## src/rtl/lane_scroll_nv.sv

```systemverilog
// lane_scroll_nv: one vehicle lane of the playfield.
// Holds a W-cell lane image, reloads a per-level pattern on a level-change
// request and rotates it circularly once every PERIODS[level]+1 cycles.
// The rate comes from a clock-enable prescaler; there is one clock only.
// Optional feature macro: LANE_SCROLL_NV_COLLISION_EN adds the FROG_IN /
// HIT_OUT pair that flags overlap between the frog cell and the lane image.
//
// Handshake note: there is no valid/ready pair here. LOADED_OUT and TICK_OUT
// are one-cycle strobes that qualify the registered image; consumers may
// sample DATAPARALLEL_OUT on any cycle and treat a strobe as "image changed".
module lane_scroll_nv #(
    parameter int DATAWIDTH_BUS   = 8,
    parameter int DATAWIDTH_NIVEL = 2,
    parameter int PERIOD_WIDTH    = 24,
    parameter logic [(2**DATAWIDTH_NIVEL)*DATAWIDTH_BUS-1:0] PATTERNS = '0,
    parameter logic [(2**DATAWIDTH_NIVEL)*PERIOD_WIDTH-1:0]  PERIODS  = '0
) (
    input  logic                       LANE_SCROLL_NV_CLOCK,
    input  logic                       LANE_SCROLL_NV_RESET,
    input  logic [DATAWIDTH_NIVEL-1:0] LANE_SCROLL_NV_NVL_IN,
    input  logic                       LANE_SCROLL_NV_CN_IN,
    input  logic                       LANE_SCROLL_NV_DIR_IN,
    input  logic                       LANE_SCROLL_NV_PAUSE_IN,
`ifdef LANE_SCROLL_NV_COLLISION_EN
    input  logic [DATAWIDTH_BUS-1:0]   LANE_SCROLL_NV_FROG_IN,
    output logic                       LANE_SCROLL_NV_HIT_OUT,
`endif
    output logic [DATAWIDTH_BUS-1:0]   LANE_SCROLL_NV_DATAPARALLEL_OUT,
    output logic [DATAWIDTH_NIVEL-1:0] LANE_SCROLL_NV_LEVEL_OUT,
    output logic                       LANE_SCROLL_NV_LOADED_OUT,
    output logic                       LANE_SCROLL_NV_TICK_OUT,
    output logic [1:0]                 LANE_SCROLL_NV_STATE_DBG_OUT
);

    localparam int W = DATAWIDTH_BUS;

    typedef enum logic [1:0] {
        ST_IDLE = 2'd0,
        ST_LOAD = 2'd1,
        ST_RUN  = 2'd2
    } state_t;

    state_t                     state_q;
    logic [DATAWIDTH_NIVEL-1:0] lvl_q;      // level latched on the request
    logic [PERIOD_WIDTH-1:0]    cnt_q;      // prescaler, never exceeds period

    logic [W-1:0]               pattern_sel;
    logic [PERIOD_WIDTH-1:0]    period_sel;
    logic                       shift_due;
    logic [W-1:0]               img_nx;

    assign LANE_SCROLL_NV_STATE_DBG_OUT = state_q;

    // Select the pattern/period of the latched level and form the image that
    // will be written on the coming edge (shared by the image and hit logic).
    always_comb begin
        pattern_sel = PATTERNS[lvl_q*W +: W];
        period_sel  = PERIODS[lvl_q*PERIOD_WIDTH +: PERIOD_WIDTH];
        shift_due   = (cnt_q == period_sel);
        img_nx      = LANE_SCROLL_NV_DATAPARALLEL_OUT;
        case (state_q)
            ST_LOAD: img_nx = pattern_sel;
            ST_RUN: begin
                // A level request outranks pause and a pending shift.
                if (!LANE_SCROLL_NV_CN_IN && !LANE_SCROLL_NV_PAUSE_IN && shift_due) begin
                    if (LANE_SCROLL_NV_DIR_IN)
                        img_nx = {LANE_SCROLL_NV_DATAPARALLEL_OUT[0],
                                  LANE_SCROLL_NV_DATAPARALLEL_OUT[W-1:1]};
                    else
                        img_nx = {LANE_SCROLL_NV_DATAPARALLEL_OUT[W-2:0],
                                  LANE_SCROLL_NV_DATAPARALLEL_OUT[W-1]};
                end
            end
            default: img_nx = LANE_SCROLL_NV_DATAPARALLEL_OUT;
        endcase
    end

    // Control FSM with all outputs registered; strobes default low each cycle.
    always_ff @(posedge LANE_SCROLL_NV_CLOCK) begin
        if (LANE_SCROLL_NV_RESET) begin
            state_q                         <= ST_IDLE;
            lvl_q                           <= '0;
            cnt_q                           <= '0;
            LANE_SCROLL_NV_DATAPARALLEL_OUT <= '0;
            LANE_SCROLL_NV_LEVEL_OUT        <= '0;
            LANE_SCROLL_NV_LOADED_OUT       <= 1'b0;
            LANE_SCROLL_NV_TICK_OUT         <= 1'b0;
        end else begin
            LANE_SCROLL_NV_LOADED_OUT       <= 1'b0;
            LANE_SCROLL_NV_TICK_OUT         <= 1'b0;
            LANE_SCROLL_NV_DATAPARALLEL_OUT <= img_nx;
            case (state_q)
                ST_IDLE: begin
                    if (LANE_SCROLL_NV_CN_IN) begin
                        lvl_q   <= LANE_SCROLL_NV_NVL_IN;
                        state_q <= ST_LOAD;
                    end
                end
                ST_LOAD: begin
                    // Load uses the level latched earlier; a request arriving
                    // now re-latches and forces another load cycle.
                    cnt_q                     <= '0;
                    LANE_SCROLL_NV_LOADED_OUT <= 1'b1;
                    LANE_SCROLL_NV_LEVEL_OUT  <= lvl_q;
                    if (LANE_SCROLL_NV_CN_IN) begin
                        lvl_q   <= LANE_SCROLL_NV_NVL_IN;
                        state_q <= ST_LOAD;
                    end else begin
                        state_q <= ST_RUN;
                    end
                end
                ST_RUN: begin
                    if (LANE_SCROLL_NV_CN_IN) begin
                        lvl_q   <= LANE_SCROLL_NV_NVL_IN;
                        state_q <= ST_LOAD;
                    end else if (LANE_SCROLL_NV_PAUSE_IN) begin
                        cnt_q <= cnt_q;
                    end else if (shift_due) begin
                        cnt_q                   <= '0;
                        LANE_SCROLL_NV_TICK_OUT <= 1'b1;
                    end else begin
                        cnt_q <= cnt_q + PERIOD_WIDTH'(1);
                    end
                end
                default: state_q <= ST_IDLE;
            endcase
        end
    end

`ifdef LANE_SCROLL_NV_COLLISION_EN
    // Collision flag against the image being written on this edge.
    always_ff @(posedge LANE_SCROLL_NV_CLOCK) begin
        if (LANE_SCROLL_NV_RESET || state_q == ST_IDLE)
            LANE_SCROLL_NV_HIT_OUT <= 1'b0;
        else
            LANE_SCROLL_NV_HIT_OUT <= |(img_nx & LANE_SCROLL_NV_FROG_IN);
    end
`endif

endmodule

```

## config.mk

```make
export PLATFORM = sky130hd
export DESIGN_NAME = lane_scroll_nv
export DESIGN_NICKNAME = d
export VERILOG_FILES = /design/src/rtl/lane_scroll_nv.sv
export SDC_FILE = /design/constraint.sdc
export NUM_CORES = 1
export LEC_CHECK = 0
export ABC_CLOCK_PERIOD_IN_PS = 2300
export CELL_PAD_IN_SITES_DETAIL_PLACEMENT = 1
export CELL_PAD_IN_SITES_GLOBAL_PLACEMENT = 2
export CORE_ASPECT_RATIO = 0.7
export CORE_MARGIN = 2
export CORE_UTILIZATION = 35
export CTS_CLUSTER_SIZE = 40
export DETAILED_ROUTE_END_ITERATION = 16
export PLACE_DENSITY = 0.75
export SKIP_CTS_REPAIR_TIMING = 1
export SLEW_MARGIN = 20
export SYNTH_ARGS = -nofsm -noshare
export SYNTH_HDL_FRONTEND = slang
export SYNTH_SLANG_ARGS = --single-unit
```

## constraint.sdc

```tcl
create_clock -name LANE_SCROLL_NV_CLOCK -period 2.3 [get_ports LANE_SCROLL_NV_CLOCK]
set_input_delay 0.345 -clock LANE_SCROLL_NV_CLOCK [delete_from_list [all_inputs] [get_ports LANE_SCROLL_NV_CLOCK]]
set_output_delay 0.345 -clock LANE_SCROLL_NV_CLOCK [all_outputs]
set_load 0.03 [all_outputs]
```

# ---- Yosys cells after proc, flatten, opt, wreduce, memory -nomap -nowiden
# Cells that the tools add are included.
dict set report totals {
  register_bits 40
  input_bits 7
  out_inout_bits 14
  wordCells 43
}
dict set report classes {
  n_addsub 1
  mul 1
  eq_ne 7
  n_shift 2
  n_mux 12
  n_bitwise 1
  reduce_logical 12
}
# op count
set op_table {}
lappend op_table {{96-bit by 8-bit indexed part select with 24-bit output, first input constant} 1}
lappend op_table {{24-bit two-way mux} 3}
lappend op_table {{24-bit one-hot mux with 2 select lines} 1}
lappend op_table {{32-bit by 6-bit indexed part select with 8-bit output, first input constant} 1}
lappend op_table {{24-bit by 1-bit adder with 24-bit output, second input constant} 1}
lappend op_table {{24-bit equality test} 1}
lappend op_table {{8-bit two-way mux} 2}
lappend op_table {{8-bit one-hot mux with 2 select lines} 1}
lappend op_table {{2-bit != test, second input constant} 3}
lappend op_table {{2-bit by 2-bit multiplier with 4-bit output, second input constant} 1}
lappend op_table {{2-bit two-way mux} 2}
lappend op_table {{2-bit one-hot mux with 2 select lines} 1}
lappend op_table {{2-bit AND reduction} 2}
lappend op_table {{4-bit OR reduction} 1}
lappend op_table {{3-bit AND reduction} 1}
lappend op_table {{3-bit OR reduction} 1}
lappend op_table {{2-bit by 1-bit equality test with 1-bit output, second input constant} 1}
lappend op_table {{2-bit equality test, second input constant} 1}
lappend op_table {{1-bit logical AND} 2}
lappend op_table {{1-bit zero test} 2}
lappend op_table {{2-bit zero test} 1}
lappend op_table {{1-bit two-way mux} 2}
lappend op_table {{2-bit by 1-bit != test with 1-bit output, second input constant} 1}
lappend op_table {{2-bit nonzero test} 1}
lappend op_table {{other kinds (2)} 2}

# ---- Longest topological paths before layout
dict set report logic_depth {
  word_depth 7
  depth_mapped 9
}

# ---- Worst setup path after synthesis
# OpenSTA, ideal clock, no wires.
dict set report synth_path {
  kind {reg-to-reg}
  start {reg state_q[0] (netlist: LANE_SCROLL_NV_STATE_DBG_OUT[0])}
  end {reg cnt_q[11]}
  setup_time_ns 0.115
  arrival_ns 1.943
  required_time_ns 2.185
  slack_ns 0.242
  stages_incl_launch_ff 10
  n_path_buf 2
  cell_sequence {dfxtp_1 > inv_1 > ha_1 > o21ai_1 > and2_1 > clkbuf_1 > nor2_2 > a21oi_4 > buf_4 > nor2_1}
}
dict set report synth_via {
  elab_chain_len 3
  elab_cells_between_ends 7
  cone_classes {eq/ne (4); mux (1); reduce/logical (2)}
}
# element line_no
set synth_lines {}
lappend synth_lines {{from (decl)} 43} ;# state_t state_q;
lappend synth_lines {{from (signal assigned)} 81} ;# state_q <= ST_IDLE;
lappend synth_lines {{from (signal assigned)} 96} ;# state_q <= ST_LOAD;
lappend synth_lines {{from (signal assigned)} 107} ;# state_q <= ST_LOAD;
lappend synth_lines {{2-bit equality test or 2-bit by 1-bit equality test with 1-bit output (tied branches)} 92} ;# case (state_q)
lappend synth_lines {{2-bit != test (no line) or 2-bit nonzero test (tied branches)} --}
lappend synth_lines {{3-bit AND reduction (no line)} --}
lappend synth_lines {{to (signal assigned)} 117} ;# cnt_q <= cnt_q;
lappend synth_lines {{to (signal assigned)} 122} ;# cnt_q <= cnt_q + PERIOD_WIDTH'(1);
lappend synth_lines {{to (decl)} 45} ;# logic [PERIOD_WIDTH-1:0] cnt_q;
# Parallel ways exist; a longest one is shown, timed or not.
# A chain may end at the register's enable or synchronous reset.

# ---- Worst setup path after layout
dict set report layout_path {
  start {reg state_q[0] (netlist: LANE_SCROLL_NV_STATE_DBG_OUT[0])}
  end {reg cnt_q[23]}
}
# The elaborated chain is that of the path after synthesis.

==> impl_metrics.env <==
export IMPL_drc_errors=0
export IMPL_finalClockSkew_ps=12.3
export IMPL_netlist_instances=228
export IMPL_ys_ff_latch=40
export IMPL_clkSinkCount=40
export IMPL_nets=269
export IMPL_leakagePower_nw=0.978
export IMPL_gp_congestion=0.735
export IMPL_synthesis_nets=242
export IMPL_r2r_end="cnt_q[23]"
export IMPL_ys_flop_type="dfxtp_1"
export IMPL_hold_path_class="flip-flop to flip-flop"
export IMPL_fin_crit_sh=0.899
export IMPL_clock_latency_ps=300
export IMPL_die_y_um=68.9
export IMPL_status="completed"
export IMPL_hold_viol=0
export IMPL_port_buffers=20
export IMPL_rr_startpoint="LANE_SCROLL_NV_STATE_DBG_OUT[0]"
export IMPL_fmax_mhz=483
export IMPL_synth_top_cell_area_share=0.380
export IMPL_required_ps=2530
export IMPL_first_pass_iters=4
export IMPL_num_rows=23
export IMPL_synth_area_per_cell_um2=9.23
export IMPL_yosysTopAreaCell="dfxtp_1"
export IMPL_htree_levels=2
export IMPL_die_area_mm2=0.00666
export IMPL_slew_headroom=0.694
export IMPL_pin_count=21
export IMPL_setup_tns_ps=0
export IMPL_startpoint_type="flip-flop"
export IMPL_rrSetupSlack_ps=230
export IMPL_synth_common_cells="dfxtp_1, nor2_1, nand2_1"
export IMPL_wl_um=4980
export IMPL_syn_cell_area_mm2=0.00210
export IMPL_hpwl_um=3710
export IMPL_fin_crit_ps=2070
export IMPL_fin_util=0.443
export IMPL_cts_clk_slew_worst_paths_ps=90
export IMPL_grt_pass1_wl_um=8640
export IMPL_core_mm2=0.00576
export IMPL_cp_end_kind="flip-flop"
export IMPL_synth_async_reset_ratio=0
export IMPL_crit_type="flip-flop to flip-flop"
export IMPL_clockBufferDepth=2
export IMPL_yosys_warnings=0
export IMPL_track_usage=0.164
export IMPL_ys_top_cells_by_area="dfxtp_1, mux2i_1, nor2_1"
export IMPL_whs_ps=494
export IMPL_irDropWorstVdd_mv=0.278
export IMPL_synth_most_common_cell="dfxtp_1"
export IMPL_grt_max_degree=15
export IMPL_hold_path_startpoint="cnt_q[23]"
export IMPL_ant_nets=0
export IMPL_numCtsBuffers=5
export IMPL_vias_per_cell=5.30
export IMPL_drv_cap=0
export IMPL_start_util=0.366
export IMPL_hold_path_end="cnt_q[23]"
export IMPL_critPathMaxFanout=9
export IMPL_die_w_um=96.7
export IMPL_finalSetupViolCount=0
export IMPL_antenna_found_initial=0
export IMPL_maxSlewViolCount=0
export IMPL_yosysSeqAreaShare=0.380
export IMPL_drt_wirelength_per_cell_um=15.0
export IMPL_ff2ff_path_depth=8
export IMPL_tightest_slew_ps=458
export IMPL_syn2layout_area_growth_pct=21.2
export IMPL_power_density_mw_per_mm2=566
export IMPL_synth_distinct_cells=53
export IMPL_overflow=0
export IMPL_num_vias=1753
export IMPL_drt_iter0_drc=49
export IMPL_final_layout_size_suffix_gt1_frac=0.121
export IMPL_min_path_cells=1
export IMPL_grt_pass1_vias=1731
export IMPL_rsz0062_at_grt="no"
export IMPL_synth_edf_count=0
export IMPL_cts_tree="built"
export IMPL_root_buffer="clkbuf_8"
export IMPL_n_antenna_cell=0
export IMPL_critPathArrivalTime_ps=2300
==> critical path: stages (launching register included) <==
cell     delay [ps]
dfxtp_1         370
inv_1           120
ha_1            340
and2b_1         270
nand3_1         110
a21oi_2         280
buf_4           220
a41oi_1         120
a31oi_1         150
==> final cells by class <==
type | instances | area (um^2)
clock buffer | 5 | 68.8
clock inverter | 3 | 46.3
fill | 660 | 3210
inverter | 8 | 30.0
multi-input combinational | 172 | 1240
sequential | 40 | 801
tap | 75 | 93.8
timing repair buffer | 28 | 273
==> kinds of logic (layout without fill, tap and decap cells) <==
logic type | Yosys count | in the layout | synth area share
buffers and inverters | 16 | 44 | 0.0380
xor gates and xnor gates | 12 | 12 | 0.0499
DFF | 40 | 40 | 0.381
AOI/OAI and AO/OA | 38 | 38 | 0.130
and+or+nand+nor | 102 | 102 | 0.298
adders and majority gates | 7 | 7 | 0.0416
muxes | 13 | 13 | 0.0618
==> per-stage QoR <==
step                instances  instance area (um^2)  power [mW]  setup WS, ps
floorplan                 228                  2100       0.804           242
global placement          323                  2420       0.855           203
detailed placement        323                  2420       0.855           175
CTS                       331                  2540        1.46           182
global route              331                  2550        1.51          20.5
finish                    331                  2550        1.44           231
==> cells in the final DEF (no fill, tap or decap), types with 2 or more instances in the layout <==
master,count
nor3_1,4
and4_1,3
ha_1,7
dfxtp_1,40
buf_4,7
a21oi_1,8
clkdlybuf4s50_1,20
and2_1,3
nand4_1,9
nor2_4,2
nand3b_1,2
or4_4,2
clkbuf_8,5
xor2_1,7
nand2_1,17
nor4b_1,2
nor4_1,2
nor2_1,26
nand3_1,11
nor2b_1,2
mux2i_1,13
o21ai_0,5
inv_1,8
nor4_4,2
o2bb2ai_1,8
xnor2_1,5
and3_1,4
a31oi_1,5
a221o_1,2
==> registers in the layout (all words and copies together), names as in the netlist <==
register	flops
LANE_SCROLL_NV_LOADED_OUT	1
cnt_q	24
LANE_SCROLL_NV_DATAPARALLEL_OUT	8
lvl_q	2
LANE_SCROLL_NV_LEVEL_OUT	2
LANE_SCROLL_NV_TICK_OUT	1
LANE_SCROLL_NV_STATE_DBG_OUT	2
==> power by group <==
part	switching (mW)	leakage, nW	total, mW	internal [mW]
Clock	0.277	0.0548	0.604	0.327
Sequential	0.00731	0.323	0.707	0.700
Combinational	0.0743	0.600	0.133	0.0586
==> worst max path at each step <==
stage	start	end	slack (ps)	depth (start not counted)
floorplan	LANE_SCROLL_NV_STATE_DBG_OUT[0]	cnt_q[11]	240	9
global placement	LANE_SCROLL_NV_PAUSE_IN	cnt_q[9]	200	6
detailed placement	LANE_SCROLL_NV_PAUSE_IN	cnt_q[10]	180	6
CTS	LANE_SCROLL_NV_STATE_DBG_OUT[0]	cnt_q[9]	180	8
global route	LANE_SCROLL_NV_STATE_DBG_OUT[0]	cnt_q[9]	20	7
finish	LANE_SCROLL_NV_STATE_DBG_OUT[0]	cnt_q[23]	230	8
==> per-layer routing <==
metal / vias to the layer above / part of all wire / track usage
met5: - / 0 / 0
met4: 0 / 0.010 / 0.0528
met3: 5 / 0.024 / 0.0403
met2: 19 / 0.39 / 0.239
met1: 842 / 0.57 / 0.239
li1: 887 / - / -
(Power assumes the default switching activity.)
